### config.mk
export PLATFORM = sky130hd
export DESIGN_NAME = mem_port_arbiter
export DESIGN_NICKNAME = d
export VERILOG_FILES = /design/src/rtl/mem_port_arbiter.sv
export SDC_FILE = /design/constraint.sdc
export NUM_CORES = 1
export LEC_CHECK = 0
export ABC_AREA = 1
export BUFFER_PORTS_ARGS = -buffer_cell sky130_fd_sc_hd__buf_2
export CAP_MARGIN = 20
export CORE_MARGIN = 2
export CORE_UTILIZATION = 49
export CTS_CLUSTER_DIAMETER = 80
export CTS_CLUSTER_SIZE = 30
export DETAILED_ROUTE_END_ITERATION = 10
export PLACE_DENSITY = 0.85
export SYNTH_ARGS = -nofsm -noshare
export SYNTH_HDL_FRONTEND = slang
export SYNTH_SLANG_ARGS = --single-unit
### constraint.sdc
create_clock -name clk -period 5.8 [get_ports clk]
set_clock_uncertainty 0.2 [all_clocks]
set_input_delay 0.29 -clock clk [delete_from_list [all_inputs] [get_ports clk]]
set_output_delay 0.29 -clock clk [all_outputs]
set_load 0.1 [all_outputs]
### src/rtl/mem_port_arbiter.sv
`default_nettype none
// ============================================================================
// Module      : mem_port_arbiter
// Description : Shares a single memory port between NUM_REQ requesters that
//               speak the engine memory protocol (op 01=read, 11=write,
//               00=none; addr/data held until opdone; opdone is a one-cycle
//               pulse). Round-robin arbitration with one access in flight.
//               A watchdog completes any access that stalls for TIMEOUT
//               cycles and flags it with req_error_o.
//
// Ports       :
//   clk             in   1                 clock, all logic on posedge
//   reset           in   1                 synchronous, active-high
//   req_op_i        in   2*NUM_REQ         requester n op at [2n+1:2n]
//   req_addr_i      in   ADDR_BW*NUM_REQ   per-requester address
//   req_data_i      in   DATA_BW*NUM_REQ   per-requester write data
//   req_data_o      out  DATA_BW           read data, valid with req_opdone_o
//   req_opdone_o    out  NUM_REQ           one-hot completion pulse
//   req_error_o     out  NUM_REQ           one-hot timeout pulse
//   mem_operation_o out  2                 operation to memory
//   mem_addr_o      out  ADDR_BW           address to memory
//   mem_data_o      out  DATA_BW           write data to memory
//   mem_data_i      in   DATA_BW           read data from memory
//   mem_opdone_i    in   1                 access complete from memory
//   grant_o         out  NUM_REQ           one-hot current owner, 0 when idle
//   busy_o          out  1                 high while an access is owned
//
// Revision    : 1.0 - initial release
// ============================================================================
module mem_port_arbiter #(
    parameter int NUM_REQ = 2,
    parameter int ADDR_BW = 32,
    parameter int DATA_BW = 32,
    parameter int TIMEOUT = 255
) (
    input  logic                         clk,
    input  logic                         reset,
    input  logic [2*NUM_REQ-1:0]         req_op_i,
    input  logic [ADDR_BW*NUM_REQ-1:0]   req_addr_i,
    input  logic [DATA_BW*NUM_REQ-1:0]   req_data_i,
    output logic [DATA_BW-1:0]           req_data_o,
    output logic [NUM_REQ-1:0]           req_opdone_o,
    output logic [NUM_REQ-1:0]           req_error_o,
    output logic [1:0]                   mem_operation_o,
    output logic [ADDR_BW-1:0]           mem_addr_o,
    output logic [DATA_BW-1:0]           mem_data_o,
    input  logic [DATA_BW-1:0]           mem_data_i,
    input  logic                         mem_opdone_i,
    output logic [NUM_REQ-1:0]           grant_o,
    output logic                         busy_o
);

    localparam int IDX_W = (NUM_REQ > 1) ? $clog2(NUM_REQ) : 1;
    localparam int SUM_W = IDX_W + 1;
    localparam int TMR_W = (TIMEOUT > 1) ? $clog2(TIMEOUT) : 1;

    localparam logic [IDX_W-1:0]   c_LAST_IDX = IDX_W'(NUM_REQ - 1);
    localparam logic [SUM_W-1:0]   c_NUM_REQ  = SUM_W'(NUM_REQ);
    localparam logic [TMR_W-1:0]   c_TMR_LAST = TMR_W'(TIMEOUT - 1);
    localparam logic [NUM_REQ-1:0] c_ONE      = NUM_REQ'(1);
    localparam logic [1:0]         c_OP_NONE  = 2'b00;
    localparam logic [1:0]         c_OP_READ  = 2'b01;

    typedef enum logic [1:0] {
        ST_IDLE    = 2'd0,
        ST_WAIT    = 2'd1,
        ST_RELEASE = 2'd2
    } state_t;

    state_t r_state, w_state_next;

    // Per-requester views of the flattened request buses
    logic [1:0]         w_req_op   [NUM_REQ];
    logic [ADDR_BW-1:0] w_req_addr [NUM_REQ];
    logic [DATA_BW-1:0] w_req_data [NUM_REQ];

    generate
        for (genvar n = 0; n < NUM_REQ; n++) begin : g_unpack
            assign w_req_op[n]   = req_op_i[2*n +: 2];
            assign w_req_addr[n] = req_addr_i[ADDR_BW*n +: ADDR_BW];
            assign w_req_data[n] = req_data_i[DATA_BW*n +: DATA_BW];
        end
    endgenerate

    logic [IDX_W-1:0]   r_grant_idx, w_grant_idx_next;
    logic [IDX_W-1:0]   r_rr_ptr,    w_rr_ptr_next;
    logic [TMR_W-1:0]   r_timer,     w_timer_next;
    logic [NUM_REQ-1:0] r_grant,     w_grant_next;
    logic [NUM_REQ-1:0] r_opdone,    w_opdone_next;
    logic [NUM_REQ-1:0] r_error,     w_error_next;
    logic [DATA_BW-1:0] r_rdata,     w_rdata_next;
    logic [1:0]         r_mem_op,    w_mem_op_next;
    logic [ADDR_BW-1:0] r_mem_addr,  w_mem_addr_next;
    logic [DATA_BW-1:0] r_mem_data,  w_mem_data_next;
    logic               r_busy,      w_busy_next;

    // Round-robin pick: first requester at or after r_rr_ptr, wrapping.
    // Only op bit 0 matters: 01 and 11 request, 10 and 00 do not.
    logic               w_found;
    logic [IDX_W-1:0]   w_pick;
    logic [SUM_W-1:0]   w_sum;

    always_comb begin
        w_found = 1'b0;
        w_pick  = '0;
        w_sum   = '0;
        for (int i = 0; i < NUM_REQ; i++) begin
            w_sum = {1'b0, r_rr_ptr} + SUM_W'(i);
            if (w_sum >= c_NUM_REQ) begin
                w_sum = w_sum - c_NUM_REQ;
            end
            if (!w_found && w_req_op[w_sum[IDX_W-1:0]][0]) begin
                w_found = 1'b1;
                w_pick  = w_sum[IDX_W-1:0];
            end
        end
    end

    // Next-state and next-output logic; every output is registered.
    always_comb begin
        w_state_next     = r_state;
        w_grant_idx_next = r_grant_idx;
        w_rr_ptr_next    = r_rr_ptr;
        w_timer_next     = r_timer;
        w_grant_next     = r_grant;
        w_opdone_next    = r_opdone;
        w_error_next     = r_error;
        w_rdata_next     = r_rdata;
        w_mem_op_next    = r_mem_op;
        w_mem_addr_next  = r_mem_addr;
        w_mem_data_next  = r_mem_data;
        w_busy_next      = r_busy;

        case (r_state)
            ST_IDLE: begin
                if (w_found) begin
                    w_grant_idx_next = w_pick;
                    w_grant_next     = c_ONE << w_pick;
                    w_mem_op_next    = w_req_op[w_pick];
                    w_mem_addr_next  = w_req_addr[w_pick];
                    w_mem_data_next  = w_req_data[w_pick];
                    w_busy_next      = 1'b1;
                    w_timer_next     = '0;
                    w_state_next     = ST_WAIT;
                end
            end

            ST_WAIT: begin
                // A real completion takes priority over a coincident timeout.
                if (mem_opdone_i) begin
                    w_opdone_next = c_ONE << r_grant_idx;
                    w_rdata_next  = (r_mem_op == c_OP_READ) ? mem_data_i : '0;
                    w_mem_op_next = c_OP_NONE;
                    w_state_next  = ST_RELEASE;
                end else if (r_timer == c_TMR_LAST) begin
                    w_opdone_next = c_ONE << r_grant_idx;
                    w_error_next  = c_ONE << r_grant_idx;
                    w_rdata_next  = '0;
                    w_mem_op_next = c_OP_NONE;
                    w_state_next  = ST_RELEASE;
                end else begin
                    w_timer_next = r_timer + TMR_W'(1);
                end
            end

            ST_RELEASE: begin
                // One dead cycle lets the finished requester drop or change
                // its request before the next arbitration.
                w_rr_ptr_next   = (r_grant_idx == c_LAST_IDX) ? '0 : r_grant_idx + IDX_W'(1);
                w_grant_next    = '0;
                w_opdone_next   = '0;
                w_error_next    = '0;
                w_rdata_next    = '0;
                w_mem_op_next   = c_OP_NONE;
                w_mem_addr_next = '0;
                w_mem_data_next = '0;
                w_busy_next     = 1'b0;
                w_state_next    = ST_IDLE;
            end

            default: begin
                w_state_next = ST_IDLE;
            end
        endcase
    end

    always_ff @(posedge clk) begin
        if (reset) begin
            r_state     <= ST_IDLE;
            r_grant_idx <= '0;
            r_rr_ptr    <= '0;
            r_timer     <= '0;
            r_grant     <= '0;
            r_opdone    <= '0;
            r_error     <= '0;
            r_rdata     <= '0;
            r_mem_op    <= c_OP_NONE;
            r_mem_addr  <= '0;
            r_mem_data  <= '0;
            r_busy      <= 1'b0;
        end else begin
            r_state     <= w_state_next;
            r_grant_idx <= w_grant_idx_next;
            r_rr_ptr    <= w_rr_ptr_next;
            r_timer     <= w_timer_next;
            r_grant     <= w_grant_next;
            r_opdone    <= w_opdone_next;
            r_error     <= w_error_next;
            r_rdata     <= w_rdata_next;
            r_mem_op    <= w_mem_op_next;
            r_mem_addr  <= w_mem_addr_next;
            r_mem_data  <= w_mem_data_next;
            r_busy      <= w_busy_next;
        end
    end

    assign grant_o         = r_grant;
    assign req_opdone_o    = r_opdone;
    assign req_error_o     = r_error;
    assign req_data_o      = r_rdata;
    assign mem_operation_o = r_mem_op;
    assign mem_addr_o      = r_mem_addr;
    assign mem_data_o      = r_mem_data;
    assign busy_o          = r_busy;

endmodule
`default_nettype wire

==> results_dict.tcl, run 1 <==
set metrics [dict create \
    synth.most_common_cell "a21oi_1" \
    cts_inserted_buffers 17 \
    cp.required_ns 6.04 \
    worst_pin_slew_ns 0.7829 \
    rsz0062_at_grt "false" \
    synth_top_area_share 0.4409 \
    drv_cap 0 \
    seq_area_frac_synth 0.4409 \
    grt_pass1_vias 7348 \
    syn_avg_cell_area_um2 7.169 \
    max-vdd-ir-drop_uv 266.0 \
    yosysUniqueCellTypes 28 \
    synth_area_leaders "dfxtp_1, a21oi_1, nand2_1" \
    dr.pass1.iters 8 \
    areaGrowthSynthToFinish_pct 67.07 \
    cts_buffer_depth 2 \
    clk_latency_ns 0.50 \
    gp_congestion 0.8787 \
    port-buffer-count 271 \
    cts_hold_buf 162 \
    placedCellCount 1111 \
    num_rows 38 \
    crit_type "reg2reg" \
    antenna_left 0 \
    wire_per_inst_um 18.57 \
    fin_nets 1326 \
    grt_overflow 0 \
    finalInstanceArea_mm2 0.008876 \
    finalNonFillerCells 1310 \
    post-dp-hpwl_um 10760 \
    period_minus_slack_ns 3.410 \
    grt_use_total 0.4213 \
    synth_edf_count 0 \
    cts_sinks 117 \
    yosys.area.top_type "dfxtp_1" \
    finalPower_uw 3453 \
    cts_tree "yes" \
    crit_path_start_kind "register" \
    initialDrtViolationCount 922 \
    layout-drive-gt1-share 0.2822 \
    drc 0 \
    cp_max_fo 41 \
    grt_first_pass_wirelength_um 37890 \
    core_area_mm2 0.01070 \
    syn_area_mm2 0.005313 \
    outcome "completed" \
    cts.clk_slew.worst_paths_ns 0.06 \
    dpl-instance-area_mm2 0.006588 \
    critical_path.cell_chain "inv_1 -> ha_1 -> nand2_4 -> o21ai_2 -> nor2_4 -> buf_4 -> a21oi_1 -> a21oi_1 -> dlygate4sd3_1" \
    maxSlewHeadroom 0.4775 \
    multiInputGateArea_mm2 0.002347 \
    die_w_um 108.1 \
    cpPeakStageDelay_ns 0.62 \
    cts-resized-gates 0 \
    yosys_warnings 0 \
    leakagePower_uw 0.004148 \
    start_util 0.4966 \
    antenna_found_initial 4 \
    routed_via_density 5.585 \
    cpMaxStageDelayCell "dlygate4sd3_1" \
    drv_slew 0 \
    fillers 554 \
    via_count 7317 \
    async_flop_share 0 \
    post-cts-setup-buffer-count 0 \
    hold_viol 0 \
    pin_count 272 \
    fmax_mhz 293.2 \
    power_density_mw_per_mm2 389.1 \
    synth_fp_nets 914 \
    tns_ns 0 \
    wirelength_um 24330 \
    synth-seq-cells 117 \
    syn_inst 741 \
    setup_violations 0 \
    hold_class "in2reg" \
    cts_root_buf "clkbuf_8" \
    synth_common_cells "a21oi_1, nand2_1, dfxtp_1" \
    worstSetupEndpointType "register" \
    finalCritPeriodShare 0.5880 \
    dieArea_mm2 0.01169 \
    cp.arrival_ns 3.65 \
    grt_max_degree 65 \
    htree_levels 4 \
    synth-main-ff-cell "dfxtp_1" \
    layout.area.seq_mm2 0.002342 \
    fin_hold_ws_ns 0.06555 \
    crit_top_cell "a21oi_1" \
    fp.dieH_um 108.1 \
]
-- critical path: cells and delay by family (launching register included) --
kind            cells  cell delay (ns)
compound gates      3             0.53
flops               1             0.37
fa+ha+maj           1             0.31
buf+inv             3             1.26
simple gates        2             0.67
-- kinds of logic after synthesis --
| group | Yosys count | synth area share |
|---|---|---|
| AND/OR/NAND/NOR | 294 | 0.2348 |
| AO/OA/AOI/OAI | 189 | 0.1882 |
| buffers and inverters | 134 | 0.1203 |
| flip-flops | 117 | 0.4409 |
| adder cells (fa/ha/maj) | 6 | 0.01413 |
| XOR/XNOR | 1 | 0.001649 |
-- sequential cells by signal, summed over array words and instances (netlist names), 2 cells and up --
signal / flops
grant_o: 2
mem_addr_o: 32
mem_data_o: 32
mem_operation_o: 2
r_state: 2
r_timer: 8
req_data_o: 32
req_error_o: 2
req_opdone_o: 2
-- report_power, final --
part           internal, µW  total, µW  switching (µW)
Clock                   734       1130             396
Combinational           337       1370            1030
Sequential              893        954            61.1
Total                  1960       3450            1490
-- stage by stage --
stage          utilization  worst slack (ns)
3_3_place_gp        0.6158             3.113
5_1_grt             0.8288             2.281
2_1_floorplan            -             3.814
4_1_cts             0.8264             2.594
6_report            0.8297             2.390
3_5_place_dp        0.6158             2.997
-- worst paths after layout --
kind / startpoint / endpoint / slack (ns) / cells past startpoint
worst min register to register: req_data_o[22]$_SDFFE_PP0P_ / req_data_o[22]$_SDFFE_PP0P_ / 0.27 / 2
worst min-delay path: req_op_i[3] / mem_operation_o[1]$_SDFFE_PP0P_ / 0.07 / 7
worst max-delay path: r_state[0]$_SDFFE_PP0P_ / mem_data_o[15]$_SDFFE_PP0P_ / 2.39 / 9
worst max register to register: r_state[0]$_SDFFE_PP0P_ / mem_data_o[15]$_SDFFE_PP0P_ / 2.39 / 9
-- final cells by class --
type / instances / share of cell area
Inverter: 89 / 0.03764
Tap cell: 140 / 0.01973
Multi-Input combinational cell: 490 / 0.2644
Clock inverter: 11 / 0.01945
Sequential cell: 117 / 0.2639
Clock buffer: 21 / 0.05173
Antenna cell: 4 / 0.001128
Timing Repair Buffer: 438 / 0.3420
-- routing by layer --
metal  global-route usage  vias up  wire length (µm)
li1                     -     3226                 -
met1               0.4511     3303              8726
met5              0.03571        -                13
met3               0.2128      194              2763
met4               0.2839        2              1707
met2               0.6473      592             11110
-- layout by cell type, fill, tap and decap left out, types with 2 or more instances in the layout --
cell type,instances
diode_2,4
a31oi_1,3
nand3_1,10
clkbuf_16,17
a21oi_2,11
buf_2,270
nand2_2,3
nor2_1,92
ha_1,6
dfxtp_1,117
nand2_1,146
o21bai_1,2
clkinvlp_4,4
clkbuf_8,4
dlygate4sd3_1,162
nand4_1,35
nor2_4,3
buf_4,5
inv_1,87
bufinv_16,4
a21oi_1,165
o21ai_0,7
(Power assumes the default switching activity.)
==> inputs of run 2 (changes only) <==
--- a/config.mk
+++ b/config.mk
@@ -9,11 +9,11 @@
 export BUFFER_PORTS_ARGS = -buffer_cell sky130_fd_sc_hd__buf_2
 export CAP_MARGIN = 20
 export CORE_MARGIN = 2
-export CORE_UTILIZATION = 49
+export CORE_UTILIZATION = 41
 export CTS_CLUSTER_DIAMETER = 80
 export CTS_CLUSTER_SIZE = 30
 export DETAILED_ROUTE_END_ITERATION = 10
-export PLACE_DENSITY = 0.85
+export PLACE_DENSITY = 0.76
 export SYNTH_ARGS = -nofsm -noshare
 export SYNTH_HDL_FRONTEND = slang
 export SYNTH_SLANG_ARGS = --single-unit
==> constraint.sdc (replaced) <==
create_clock -name clk -period 3.1 [get_ports clk]
set_clock_uncertainty 0.2 [all_clocks]
set_input_delay 0.155 -clock clk [delete_from_list [all_inputs] [get_ports clk]]
set_output_delay 0.155 -clock clk [all_outputs]
set_load 0.1 [all_outputs]
==> results_dict.tcl, run 2 (synthesized netlist as in run 1, its figures left out) <==
set metrics [dict create \
    outcome "completed" \
    fp.dieH_um 117.8 \
    dpl-instance-area_mm2 0.006700 \
    cts-resized-gates 0 \
    hold_viol 0 \
    use_met3 0.1095 \
    htree_levels 4 \
    post-dp-hpwl_um 11010 \
    start_util 0.4210 \
    fin_hold_ws_ns 0.03458 \
    cts_inserted_buffers 17 \
    finalInstanceArea_mm2 0.008966 \
    grt_pass1_vias 6999 \
    worstSetupEndpointType "register" \
    core_area_mm2 0.01262 \
    cts.clk_slew.worst_paths_ns 0.06 \
    fmax_mhz 359.0 \
    worst_pin_slew_ns 0.6530 \
    cp_max_fo 64 \
    maxSlewHeadroom 0.5631 \
    cp.required_ns 3.19 \
    die_w_um 117.8 \
    r2r_start "r_state[0]$_SDFFE_PP0P_" \
    timing.final.ws_setup_ns 0.3144 \
    min_from "reset" \
    grt_use_total 0.3049 \
    port-buffer-count 271 \
    gp_congestion 0.8311 \
    grt_max_degree 66 \
    initialDrtViolationCount 755 \
    wirelength_um 21720 \
    fin_nets 1331 \
    layout-drive-gt1-share 0.2835 \
    leakagePower_uw 0.004166 \
    use_met2 0.5178 \
    finalCritPeriodShare 0.8986 \
    busiest_layer "met2" \
    wire_per_inst_um 16.14 \
    cts_sinks 117 \
    power_density_mw_per_mm2 704.7 \
    grt_overflow 0 \
    drv_cap 0 \
    setup_violations 0 \
    critical_path.cell_chain "inv_1 -> ha_1 -> nand2_4 -> inv_1 -> nor2_4 -> buf_12 -> nor2_1 -> a21oi_1 -> a21oi_1 -> dlygate4sd3_1" \
    layout.cells.most_common_list "buf_2, a21oi_1, dlygate4sd3_1" \
    grt_first_pass_wirelength_um 34330 \
    cts_root_buf "clkbuf_16" \
    routed_via_density 5.215 \
    cpMaxStageDelayCell "dlygate4sd3_1" \
    rsz0062_at_grt "false" \
    drv_slew 0 \
    critPathTopFamily "buffers and inverters" \
    via_count 7019 \
    pin_count 272 \
    num_rows 41 \
    dieArea_mm2 0.01388 \
    pre_cts_slack_ns 0.6022 \
    dr.pass1.iters 7 \
    cpPeakStageDelay_ns 0.57 \
    antenna_left 0 \
    clk_latency_ns 0.41 \
    final_common_cell "buf_2" \
    cts_buffer_depth 2 \
    crit_path_start_kind "register" \
    cts_tree "yes" \
    tns_ns 0 \
    antenna_found_initial 3 \
    r2r_slack_ns 0.31 \
    period_minus_slack_ns 2.786 \
    areaGrowthSynthToFinish_pct 68.77 \
    crit_start "r_state[0]$_SDFFE_PP0P_" \
    cp.arrival_ns 2.88 \
    max-vdd-ir-drop_uv 463.7 \
    grt_use_met1 0.3230 \
    drc 0 \
    crit_type "reg2reg" \
    crit_buf_inv 4 \
    hold_class "in2reg" \
]
[run 2: area by class of cell]
type	instances	area [µm²]
well taps	172	215.2
fillers	876	3654
inverters	89	334.1
repair buffers	443	3113
multi-input cells	490	2347
clock inverters	15	181.4
flip-flops and latches	117	2342
clock buffers	17	425.4
diodes	3	7.507
[run 2: power by group]
group	switching, µW	internal, µW	total [µW]
combinational	1890	659	2550
sequential	98.2	1670	1770
clock	737	1270	2000
total	2720	3600	6320
[run 2: final timing paths]
kind / endpoint / cells after the start
max: mem_addr_o[20]$_SDFFE_PP0P_ / 10
min: grant_o[1]$_SDFFE_PP0P_ / 2
min reg2reg: busy_o$_SDFFE_PP0P_ / 2
max reg2reg: mem_addr_o[20]$_SDFFE_PP0P_ / 10
[run 2: timing repair]
item / CTS / global route
hold buffers: 165 / 0
setup buffers: 0 / 0
setup endpoints to repair: 0 / 0
endpoints found under the hold margin: 99 / 0
[run 2: stage by stage]
stage | utilization | power [µW] | cells
after floorplan | - | 3605 | 741
after global placement | 0.5309 | 3961 | 1146
after detailed placement | 0.5309 | 3977 | 1146
after CTS | 0.7099 | 6251 | 1343
after global routing | 0.7105 | 6558 | 1346
final | 0.7105 | 6319 | 1346
[run 2: layer usage]
layer | vias up | part of all wire | wire length, µm
met1 | 3194 | 0.37 | 7969
met2 | 452 | 0.49 | 10530
met3 | 124 | 0.093 | 2028
li1 | 3249 | - | -
met5 | - | 0 | 0
met4 | 0 | 0.055 | 1186
==> inputs of run 3 (changes only) <==
--- a/config.mk
+++ b/config.mk
@@ -13,6 +13,7 @@
 export CTS_CLUSTER_DIAMETER = 80
 export CTS_CLUSTER_SIZE = 30
 export DETAILED_ROUTE_END_ITERATION = 10
+export MAX_ROUTING_LAYER = met4
 export PLACE_DENSITY = 0.76
 export SYNTH_ARGS = -nofsm -noshare
 export SYNTH_HDL_FRONTEND = slang
==> results_dict.tcl, run 3 (synthesized netlist as in run 1, its figures left out) <==
set metrics [dict create \
    outcome "completed" \
    dieArea_mm2 0.01388 \
    gp_congestion 0.8438 \
    setup_violations 0 \
    maxSlewHeadroom 0.5658 \
    r2r_slack_ns 0.31 \
    rsz0062_at_grt "false" \
    r2r_start "r_state[0]$_SDFFE_PP0P_" \
    crit_type "reg2reg" \
    fp.dieH_um 117.8 \
    fillers 876 \
    cts_root_buf "clkbuf_16" \
    power_density_mw_per_mm2 704.3 \
    routed_via_density 5.192 \
    cts_buffer_depth 2 \
    timing.final.ws_setup_ns 0.3068 \
    grt_max_degree 66 \
    grt_pass1_vias 7003 \
    cts.clk_slew.worst_paths_ns 0.06 \
    grt_overflow 0 \
    drv_slew 0 \
    fin_nets 1331 \
    cts-resized-gates 0 \
    finalPower_uw 6315 \
    drv_cap 0 \
    cts_tree "yes" \
    fmax_mhz 358.0 \
    crit_start "r_state[0]$_SDFFE_PP0P_" \
    period_minus_slack_ns 2.793 \
    start_util 0.4210 \
    dpl-instance-area_mm2 0.006700 \
    leakagePower_uw 0.004166 \
    antenna_left 0 \
    min_from "reset" \
    grt_first_pass_wirelength_um 34130 \
    finalCritPeriodShare 0.9010 \
    finalInstanceArea_mm2 0.008966 \
    hold_class "in2reg" \
    tns_ns 0 \
    layout.cells.most_common_list "buf_2, a21oi_1, dlygate4sd3_1" \
    critical_path.cell_chain "inv_1 -> ha_1 -> nand2_4 -> inv_1 -> nor2_4 -> buf_12 -> nor2_1 -> a21oi_1 -> a21oi_1 -> dlygate4sd3_1" \
    fin_hold_ws_ns 0.03014 \
    drc 0 \
    crit_path_start_kind "register" \
    layout-drive-gt1-share 0.2835 \
    pre_cts_slack_ns 0.6022 \
    post-dp-hpwl_um 11010 \
    antenna_found_initial 3 \
    worstSetupEndpointType "register" \
    pin_count 272 \
    dr.pass1.iters 5 \
    die_w_um 117.8 \
    post-cts-setup-buffer-count 0 \
    hold_viol 0 \
    wirelength_um 21610 \
    worst_pin_slew_ns 0.6491 \
    port-buffer-count 271 \
    cp_max_fo 64 \
    clk_latency_ns 0.41 \
    initialDrtViolationCount 689 \
    cp.required_ns 3.19 \
    grt_use_total 0.3120 \
    via_count 6989 \
    final_common_cell "buf_2" \
    areaGrowthSynthToFinish_pct 68.77 \
    max-vdd-ir-drop_uv 464.8 \
    cpPeakStageDelay_ns 0.56 \
    cts_inserted_buffers 17 \
    num_rows 41 \
    cts_sinks 117 \
    htree_levels 4 \
    core_area_mm2 0.01262 \
    wire_per_inst_um 16.05 \
    cp.arrival_ns 2.89 \
    cpMaxStageDelayCell "dlygate4sd3_1" \
]
run 3: cell counts in the layout (fill, tap and decap cells not counted):
Identical to the previous run, type by type.
run 3: worst max-delay path, delay by kind of cell (launching register included):
family | cells | cell delay [ns]
compound gates | 2 | 0.36
fa+ha+maj | 1 | 0.31
buf+inv | 4 | 1.00
flops | 1 | 0.38
simple gates | 3 | 0.38
run 3: timing repair:
action / 4_1_cts / 5_1_grt
endpoints found under the setup margin: 0 / 0
hold buffers: 165 / 0
hold endpoints to repair: 99 / 0
run 3: cell type report:
cell class	count	area (µm²)	share of cell area
multi-input combinational	490	2347	0.2618
inverter	89	334.1	0.03726
sequential	117	2342	0.2612
tap	172	215.2	0.02400
timing repair buffer	443	3113	0.3472
clock buffer	17	425.4	0.04745
clock inverter	15	181.4	0.02023
antenna	3	7.507	0.0008373
run 3: metrics by stage:
| stage | cells | utilization |
|---|---|---|
| finish | 1346 | 0.7105 |
| global route | 1346 | 0.7105 |
| CTS | 1343 | 0.7099 |
| detailed placement | 1146 | 0.5309 |
| global placement | 1146 | 0.5309 |
| floorplan | 741 | - |
run 3: routing by layer:
layer  vias to the layer above  track usage  share of wire
met4                         0       0.1913          0.057
met1                      3170       0.3269           0.38
met2                       447       0.5142           0.48
met3                       129      0.09641          0.082
met5                         -            -              0
li1                       3243            -              -
run 3: where the power goes:
group | internal (µW) | switching (µW) | leakage, µW | total, µW
registers | 1670 | 98.1 | 0.000957 | 1770
clock network | 1270 | 733 | 0.000282 | 2000
logic | 658 | 1890 | 0.00293 | 2540
run 3: final timing paths:
kind,end,cells past startpoint
worst min register to register,busy_o$_SDFFE_PP0P_,2
worst max-delay path,mem_addr_o[20]$_SDFFE_PP0P_,10
worst max register to register,mem_addr_o[20]$_SDFFE_PP0P_,10
worst min-delay path,grant_o[1]$_SDFFE_PP0P_,2
